[src/rtl/carfield_region_decoder.sv]
// ---------------------------------------------------------------------------
// carfield_region_decoder
//
// Runtime-programmable address-map decoder. Holds NumRegions base/size
// entries, each with an OFF/ON/DRAIN state. Entries start from parameter
// defaults and can be rewritten through the config port until the map is
// locked. Request addresses are decoded into a region index or a decode
// error through one registered pipeline stage. Per-region outstanding
// counters let a disabled region drain before it is reported idle.
//
// Ports:
//   clk_i, rst_i        clock, asynchronous active-high reset
//   cfg_valid_i         config write strobe (cfg_ready_o is always 1)
//   cfg_idx_i           target region
//   cfg_sel_i           0 base, 1 size, 2 enable (wdata[0]), 3 lock
//   cfg_wdata_i         write data
//   cfg_err_o           one-cycle pulse: the previous write was rejected
//   req_valid_i/_ready_o/req_addr_i     decode request handshake
//   rsp_valid_o/rsp_ready_i             decode result handshake
//   rsp_idx_o, rsp_hit_o, rsp_decerr_o  decode result (idx 0 on miss)
//   done_valid_i, done_idx_i            transaction completion
//   region_en_o         per-region state == ON
//   region_busy_o       per-region outstanding count != 0
//   locked_o            map locked
// ---------------------------------------------------------------------------
module carfield_region_decoder #(
  parameter int unsigned NumRegions     = 8,
  parameter int unsigned AddrWidth      = 64,
  parameter int unsigned MaxOutstanding = 15,
  parameter logic [NumRegions-1:0][AddrWidth-1:0] RegionBaseRst = '0,
  parameter logic [NumRegions-1:0][AddrWidth-1:0] RegionSizeRst = '0,
  parameter logic [NumRegions-1:0]                RegionEnRst   = '0
) (
  input  logic                          clk_i,
  input  logic                          rst_i,
  input  logic                          cfg_valid_i,
  output logic                          cfg_ready_o,
  input  logic [$clog2(NumRegions)-1:0] cfg_idx_i,
  input  logic [1:0]                    cfg_sel_i,
  input  logic [AddrWidth-1:0]          cfg_wdata_i,
  output logic                          cfg_err_o,
  input  logic                          req_valid_i,
  output logic                          req_ready_o,
  input  logic [AddrWidth-1:0]          req_addr_i,
  output logic                          rsp_valid_o,
  input  logic                          rsp_ready_i,
  output logic [$clog2(NumRegions)-1:0] rsp_idx_o,
  output logic                          rsp_hit_o,
  output logic                          rsp_decerr_o,
  input  logic                          done_valid_i,
  input  logic [$clog2(NumRegions)-1:0] done_idx_i,
  output logic [NumRegions-1:0]         region_en_o,
  output logic [NumRegions-1:0]         region_busy_o,
  output logic                          locked_o
);

  localparam int unsigned IdxW = $clog2(NumRegions);
  localparam int unsigned CntW = $clog2(MaxOutstanding + 1);

  typedef enum logic [1:0] {
    ST_OFF   = 2'd0,
    ST_ON    = 2'd1,
    ST_DRAIN = 2'd2
  } region_state_e;

  // Map and per-region bookkeeping
  logic [AddrWidth-1:0] base_r      [NumRegions];
  logic [AddrWidth-1:0] size_r      [NumRegions];
  region_state_e        state_r     [NumRegions];
  region_state_e        state_nxt_s [NumRegions];
  logic [CntW-1:0]      cnt_r       [NumRegions];
  logic [CntW-1:0]      cnt_nxt_s   [NumRegions];
  logic [NumRegions-1:0] base_we_s;
  logic [NumRegions-1:0] size_we_s;
  logic [NumRegions-1:0] en_we_s;

  // Decode path
  logic [NumRegions-1:0] match_s;
  logic                  hit_s;
  logic                  found_s;
  logic [IdxW-1:0]       hit_idx_s;
  logic                  sat_s;
  logic                  req_ready_s;
  logic                  req_fire_s;

  // Config path
  logic                  idx_ok_s;
  logic                  cfg_ok_s;
  region_state_e         cfg_state_s;
  logic                  locked_r;
  logic                  cfg_err_r;

  // Response registers
  logic                  rsp_valid_r;
  logic                  rsp_hit_r;
  logic                  rsp_decerr_r;
  logic [IdxW-1:0]       rsp_idx_r;

  // Per-region address match against the current (pre-write) map
  always_comb begin
    match_s = '0;
    for (int r = 0; r < NumRegions; r++) begin
      // Subtraction only evaluated meaningfully when addr >= base, so the
      // window test never wraps.
      if ((state_r[r] == ST_ON) && (size_r[r] != '0) &&
          (req_addr_i >= base_r[r]) && ((req_addr_i - base_r[r]) < size_r[r])) begin
        match_s[r] = 1'b1;
      end else begin
        match_s[r] = 1'b0;
      end
    end
  end

  // Lowest-index priority among matching regions
  always_comb begin
    found_s   = 1'b0;
    hit_idx_s = '0;
    for (int r = 0; r < NumRegions; r++) begin
      hit_idx_s = (match_s[r] && !found_s) ? IdxW'(r) : hit_idx_s;
      found_s   = found_s | match_s[r];
    end
    hit_s = found_s;
  end

  // Request handshake: stall on a full output slot or a saturated region
  always_comb begin
    sat_s       = hit_s && (cnt_r[hit_idx_s] == CntW'(MaxOutstanding));
    req_ready_s = (!rsp_valid_r || rsp_ready_i) && !sat_s;
    req_fire_s  = req_valid_i && req_ready_s;
  end

  // Config write legality check
  always_comb begin
    idx_ok_s    = ({1'b0, cfg_idx_i} < (IdxW + 1)'(NumRegions));
    cfg_state_s = state_r[cfg_idx_i];
    cfg_ok_s    = 1'b0;
    if (!cfg_valid_i || locked_r || !idx_ok_s) begin
      cfg_ok_s = 1'b0;
    end else begin
      case (cfg_sel_i)
        2'd0, 2'd1: cfg_ok_s = (cfg_state_s == ST_OFF);
        2'd2:       cfg_ok_s = !(cfg_wdata_i[0] && (cfg_state_s == ST_DRAIN));
        2'd3:       cfg_ok_s = 1'b1;
        default:    cfg_ok_s = 1'b0;
      endcase
    end
  end

  // Per-region write enables, counter and state next-values
  always_comb begin
    for (int r = 0; r < NumRegions; r++) begin
      base_we_s[r] = cfg_ok_s && (cfg_sel_i == 2'd0) && (cfg_idx_i == IdxW'(r));
      size_we_s[r] = cfg_ok_s && (cfg_sel_i == 2'd1) && (cfg_idx_i == IdxW'(r));
      en_we_s[r]   = cfg_ok_s && (cfg_sel_i == 2'd2) && (cfg_idx_i == IdxW'(r));

      // A done on an idle counter is ignored; +1 and -1 together cancel.
      if ((req_fire_s && hit_s && (hit_idx_s == IdxW'(r))) &&
          !(done_valid_i && (done_idx_i == IdxW'(r)) && (cnt_r[r] != '0))) begin
        cnt_nxt_s[r] = cnt_r[r] + CntW'(1);
      end else if (!(req_fire_s && hit_s && (hit_idx_s == IdxW'(r))) &&
                   (done_valid_i && (done_idx_i == IdxW'(r)) && (cnt_r[r] != '0))) begin
        cnt_nxt_s[r] = cnt_r[r] - CntW'(1);
      end else begin
        cnt_nxt_s[r] = cnt_r[r];
      end

      state_nxt_s[r] = state_r[r];
      case (state_r[r])
        ST_OFF: begin
          if (en_we_s[r] && cfg_wdata_i[0]) begin
            state_nxt_s[r] = ST_ON;
          end else begin
            state_nxt_s[r] = ST_OFF;
          end
        end
        ST_ON: begin
          // Use the next count so a same-cycle hit keeps the region draining.
          if (en_we_s[r] && !cfg_wdata_i[0]) begin
            state_nxt_s[r] = (cnt_nxt_s[r] != '0) ? ST_DRAIN : ST_OFF;
          end else begin
            state_nxt_s[r] = ST_ON;
          end
        end
        ST_DRAIN: begin
          if (cnt_r[r] == '0) begin
            state_nxt_s[r] = ST_OFF;
          end else begin
            state_nxt_s[r] = ST_DRAIN;
          end
        end
        default: state_nxt_s[r] = ST_OFF;
      endcase
    end
  end

  // Map entries, region states and outstanding counters
  always_ff @(posedge clk_i or posedge rst_i) begin
    if (rst_i) begin
      for (int r = 0; r < NumRegions; r++) begin
        base_r[r]  <= RegionBaseRst[r];
        size_r[r]  <= RegionSizeRst[r];
        state_r[r] <= RegionEnRst[r] ? ST_ON : ST_OFF;
        cnt_r[r]   <= '0;
      end
    end else begin
      for (int r = 0; r < NumRegions; r++) begin
        cnt_r[r]   <= cnt_nxt_s[r];
        state_r[r] <= state_nxt_s[r];
        if (base_we_s[r]) begin
          base_r[r] <= cfg_wdata_i;
        end
        if (size_we_s[r]) begin
          size_r[r] <= cfg_wdata_i;
        end
      end
    end
  end

  // Lock flag and rejected-write pulse
  always_ff @(posedge clk_i or posedge rst_i) begin
    if (rst_i) begin
      locked_r  <= 1'b0;
      cfg_err_r <= 1'b0;
    end else begin
      cfg_err_r <= cfg_valid_i && !cfg_ok_s;
      if (cfg_ok_s && (cfg_sel_i == 2'd3)) begin
        locked_r <= 1'b1;
      end
    end
  end

  // Decode response stage; holds while the consumer stalls
  always_ff @(posedge clk_i or posedge rst_i) begin
    if (rst_i) begin
      rsp_valid_r  <= 1'b0;
      rsp_hit_r    <= 1'b0;
      rsp_decerr_r <= 1'b0;
      rsp_idx_r    <= '0;
    end else if (req_fire_s) begin
      rsp_valid_r  <= 1'b1;
      rsp_hit_r    <= hit_s;
      rsp_decerr_r <= !hit_s;
      rsp_idx_r    <= hit_idx_s;
    end else if (rsp_ready_i) begin
      rsp_valid_r  <= 1'b0;
    end
  end

  // Status outputs decoded from registered state
  always_comb begin
    for (int r = 0; r < NumRegions; r++) begin
      region_en_o[r]   = (state_r[r] == ST_ON);
      region_busy_o[r] = (cnt_r[r] != '0);
    end
  end

  assign cfg_ready_o  = 1'b1;
  assign cfg_err_o    = cfg_err_r;
  assign locked_o     = locked_r;
  assign req_ready_o  = req_ready_s;
  assign rsp_valid_o  = rsp_valid_r;
  assign rsp_hit_o    = rsp_hit_r;
  assign rsp_decerr_o = rsp_decerr_r;
  assign rsp_idx_o    = rsp_idx_r;

endmodule

[config.mk]
export PLATFORM = sky130hd
export DESIGN_NAME = carfield_region_decoder
export DESIGN_NICKNAME = d
export VERILOG_FILES = /design/src/rtl/carfield_region_decoder.sv
export SDC_FILE = /design/constraint.sdc
export NUM_CORES = 2
export LEC_CHECK = 0
export CAP_MARGIN = 10
export CORE_ASPECT_RATIO = 1.25
export CORE_MARGIN = 2
export CORE_UTILIZATION = 50
export DETAILED_ROUTE_END_ITERATION = 12
export GPL_TIMING_DRIVEN = 0
export HOLD_SLACK_MARGIN = 0.02
export PLACE_DENSITY = 0.66
export SYNTH_ARGS = -nofsm -noshare
export SYNTH_HDL_FRONTEND = slang
export SYNTH_SLANG_ARGS = --single-unit
[constraint.sdc]
create_clock -name clk_i -period 44.9 [get_ports clk_i]
set_input_delay 4.49 -clock clk_i [delete_from_list [all_inputs] [get_ports clk_i]]
set_output_delay 4.49 -clock clk_i [all_outputs]
set_load 0.03 [all_outputs]
==> metrics.cfg <==
[outcome]
status = finished with violations
violations = max-capacitance violations, max-slew violations

[global_route]
antenna_found_initial = 30
grt.overflow.total = 0
grt_pass1_vias = 73500
grtUsageTotal = 0.402
grt_max_degree = 123
grt_pass1_wl_mm = 489

[yosys]
async_flop_share = 1.00
netlist_instances = 9369
yosys.area.top_type_share = 0.329
synthTopCellsByArea = dfrtp_1 33%, ha_1 16%, mux2_2 7.2%, inv_1 5.5%, o21ai_0 5.4%
synth_warnings = 0
synth_seq_cells = 1080
netlist_area_um2 = 82300
synth_cell_types = 106
synth-edff-count = 0
ys.flop_type = dfrtp_1
yosysTopAreaCell = dfrtp_1
syn_nets = 10600
post_synth.cell_area_avg_um2 = 8.78
ys_seq_area_frac = 0.329

[power_and_ir_drop]
power_frac_comb = 0.352
clock_power_share = 0.327
p_per_area_nw_per_um2 = 37.8
power_w = 0.00348
swShare = 0.368
seqPwrFrac = 0.321
power.internal_w = 0.00220
peakVddDrop_v = 0.0000461
power.switching_w = 0.00128
p_leak_nw = 44.3

[clock_tree]
clk_pin_slew_ns = 0.06
cts_max_level = 3
postCtsHoldBufs = 0
cts_num_sinks = 1080
numCtsBuffers = 121
cts_tree = done
cts_setup_buffers = 0
clockRootBuffer = clkbuf_16
clk_latency_ns = 0.81
cts_resized = 0
clock_path_buffers = 3

[setup_path]
cp-startpoint = req_addr_i[1]
startpoint_type = primary input
rr_startpoint = base_r[192]
crit_path_max_fanout = 16
path_class = primary input to primary output
required_ns = 40.41
rrSetupSlack_ns = 31.16
slowest_stage = nor4_1
r2r_end = state_r[9]
cp_slowest_stage_delay_ns = 1.23
critical_path.endpoint_type = primary output
cp.arrival_ns = 18.82
worstRegToRegCells = 34

[min_path]
whs_endpoint = rsp_decerr_o
holdCritStartpoint = rsp_decerr_o
hp-class = flip-flop to flip-flop
hold_depth = 1

[detailed_routing]
num_vias = 74100
routed_via_density = 6.16
ant_nets = 0
wirelength_mm = 344
firstDrtPassIters = 6
wl_per_cell_um = 28.6
drtIter0Drc = 6438
drc = 0

[sta]
rsz0062_at_grt = false
setup_viol_count_final = 0
max_slew_margin = -0.0266
worstMarginPinSlew_ns = 1.53
period_needed_ns = 23.31
finalSetupTns_ns = 0
hold_viol = 0
skew_ns = 0.0253
fmax_mhz = 42.9
fin_crit_sh = 0.519
maxSlewViolCount = 3

[placed_design]
placedCellCount = 11800
place_congestion = 1.03
post-dp-hpwl_mm = 272
io_buffers = 165

[die]
core_area_um2 = 164000
die_y_um = 457
rows = 166
die_w_um = 367
io_pins = 168
die_area_um2 = 168000
start_util = 0.503

[layout]
drive_gt1_frac = 0.0935
nets = 10900
seq_area_um2 = 27000
areaGrowthSynthToFinish_pct = 12.0
finish.utilization = 0.563
n_fill_cell = 15000
final_common_cell = inv_1
final_cell_mix = 1200 x inv_1, 1080 x dfrtp_1, 1032 x ha_1
finalNonFillerCells = 12000
multiInputGateArea_um2 = 49800

[run]
drv_cap = 2

synth_stat cells (all sizes together) (10+ instances only):
cell,count
inv,1201
dfrtp,1080
ha,1032
o21ai,890
nand2,854
a21oi,605
mux2,524
nor2,372
xnor2,351
a21o,315
clkbuf,278
nand4,208
nor4,173
nand3,139
xor2,139
nor3,118
o21a,98
nand2b,91
o21bai,84
nor2b,78
a211oi,74
a31oi,60
and3,55
o211ai,44
and2,38
a2111oi,35
or3,33
a221oi,27
o31ai,27
and4,25
a21boi,24
a211o,21
or2,18
a31o,16
nor3b,16
or4,14
a41oi,13
mux2i,13
o41ai,13
buf,12
o221ai,12
o2111ai,10
o22ai,10
critical path: cells and delay by family:
| family | cells | cell delay, ns |
|---|---|---|
| adders and majority gates | 2 | 1.12 |
| buffers and inverters | 3 | 1.95 |
| and+or+nand+nor | 9 | 3.57 |
| AOI/OAI and AO/OA | 19 | 7.61 |
how the worst max path moves through the flow:
stage                             end  slack, ns  depth (start not counted)
after floorplan             base_r[0]      10.01                          1
after global routing      req_ready_o      21.75                         33
after CTS                 req_ready_o      22.01                         33
after global placement     base_r[95]      -2.95                          2
after detailed placement  req_ready_o      22.03                         33
final                     req_ready_o      21.59                         33
cells by family (layout without fill, tap and decap cells):
logic type | after synthesis | after routing | synth area share
other cells | 1 | 21 | 0.0000456
mux | 541 | 541 | 0.0744
fa+ha+maj | 1045 | 1045 | 0.160
buf+inv | 1491 | 1940 | 0.0683
compound gates | 2460 | 2460 | 0.183
flops | 1080 | 1080 | 0.329
simple gates | 2261 | 2261 | 0.134
xor+xnor | 490 | 490 | 0.0522
layer usage:
layer | track usage | up-vias | routed length (um)
li1 | - | 33700 | -
met1 | 0.454 | 36400 | 126000
met2 | 0.657 | 2969 | 158000
met3 | 0.0658 | 993 | 24300
met4 | 0.358 | 20 | 36500
met5 | 0 | - | 144
power by group through the flow:
stage | Combinational (W) | Sequential [W] | Clock [W]
after floorplan | 0.000801 | 0.00111 | 0
after global placement | 0.00116 | 0.00114 | 0
after detailed placement | 0.00119 | 0.00113 | 0
after CTS | 0.00120 | 0.00112 | 0.00114
after global routing | 0.00134 | 0.00113 | 0.00118
final | 0.00123 | 0.00112 | 0.00114
flip-flops by register name (all words and copies together) (netlist names):
register	flops
base_r	512
cfg_err_o	1
cnt_r	32
locked_o	1
rsp_decerr_o	1
rsp_hit_o	1
rsp_idx_o	3
rsp_valid_o	1
size_r	512
state_r	16
layout make-up:
type,instances,area share
Clock inverter,76,0.0117
Inverter,1201,0.0490
Multi-Input combinational cell,6798,0.541
Timing Repair Buffer,221,0.0259
Antenna cell,20,0.000543
Tap cell,2184,0.0297
Sequential cell,1080,0.293
Clock buffer,152,0.0370
Buffer,290,0.0120
metrics by stage:
| step | setup WS (ns) | area (um^2) | hold slack, ns |
|---|---|---|---|
| after floorplan | 10.01 | 82300 | 0.438 |
| after CTS | 22.01 | 92000 | 0.487 |
| after global routing | 21.75 | 92100 | 0.511 |
| final | 21.59 | 92100 | 0.482 |
| after global placement | -2.95 | 86600 | 0.469 |
| after detailed placement | 22.03 | 87500 | 0.473 |
Note: power is estimated with default switching activity, not from simulation.
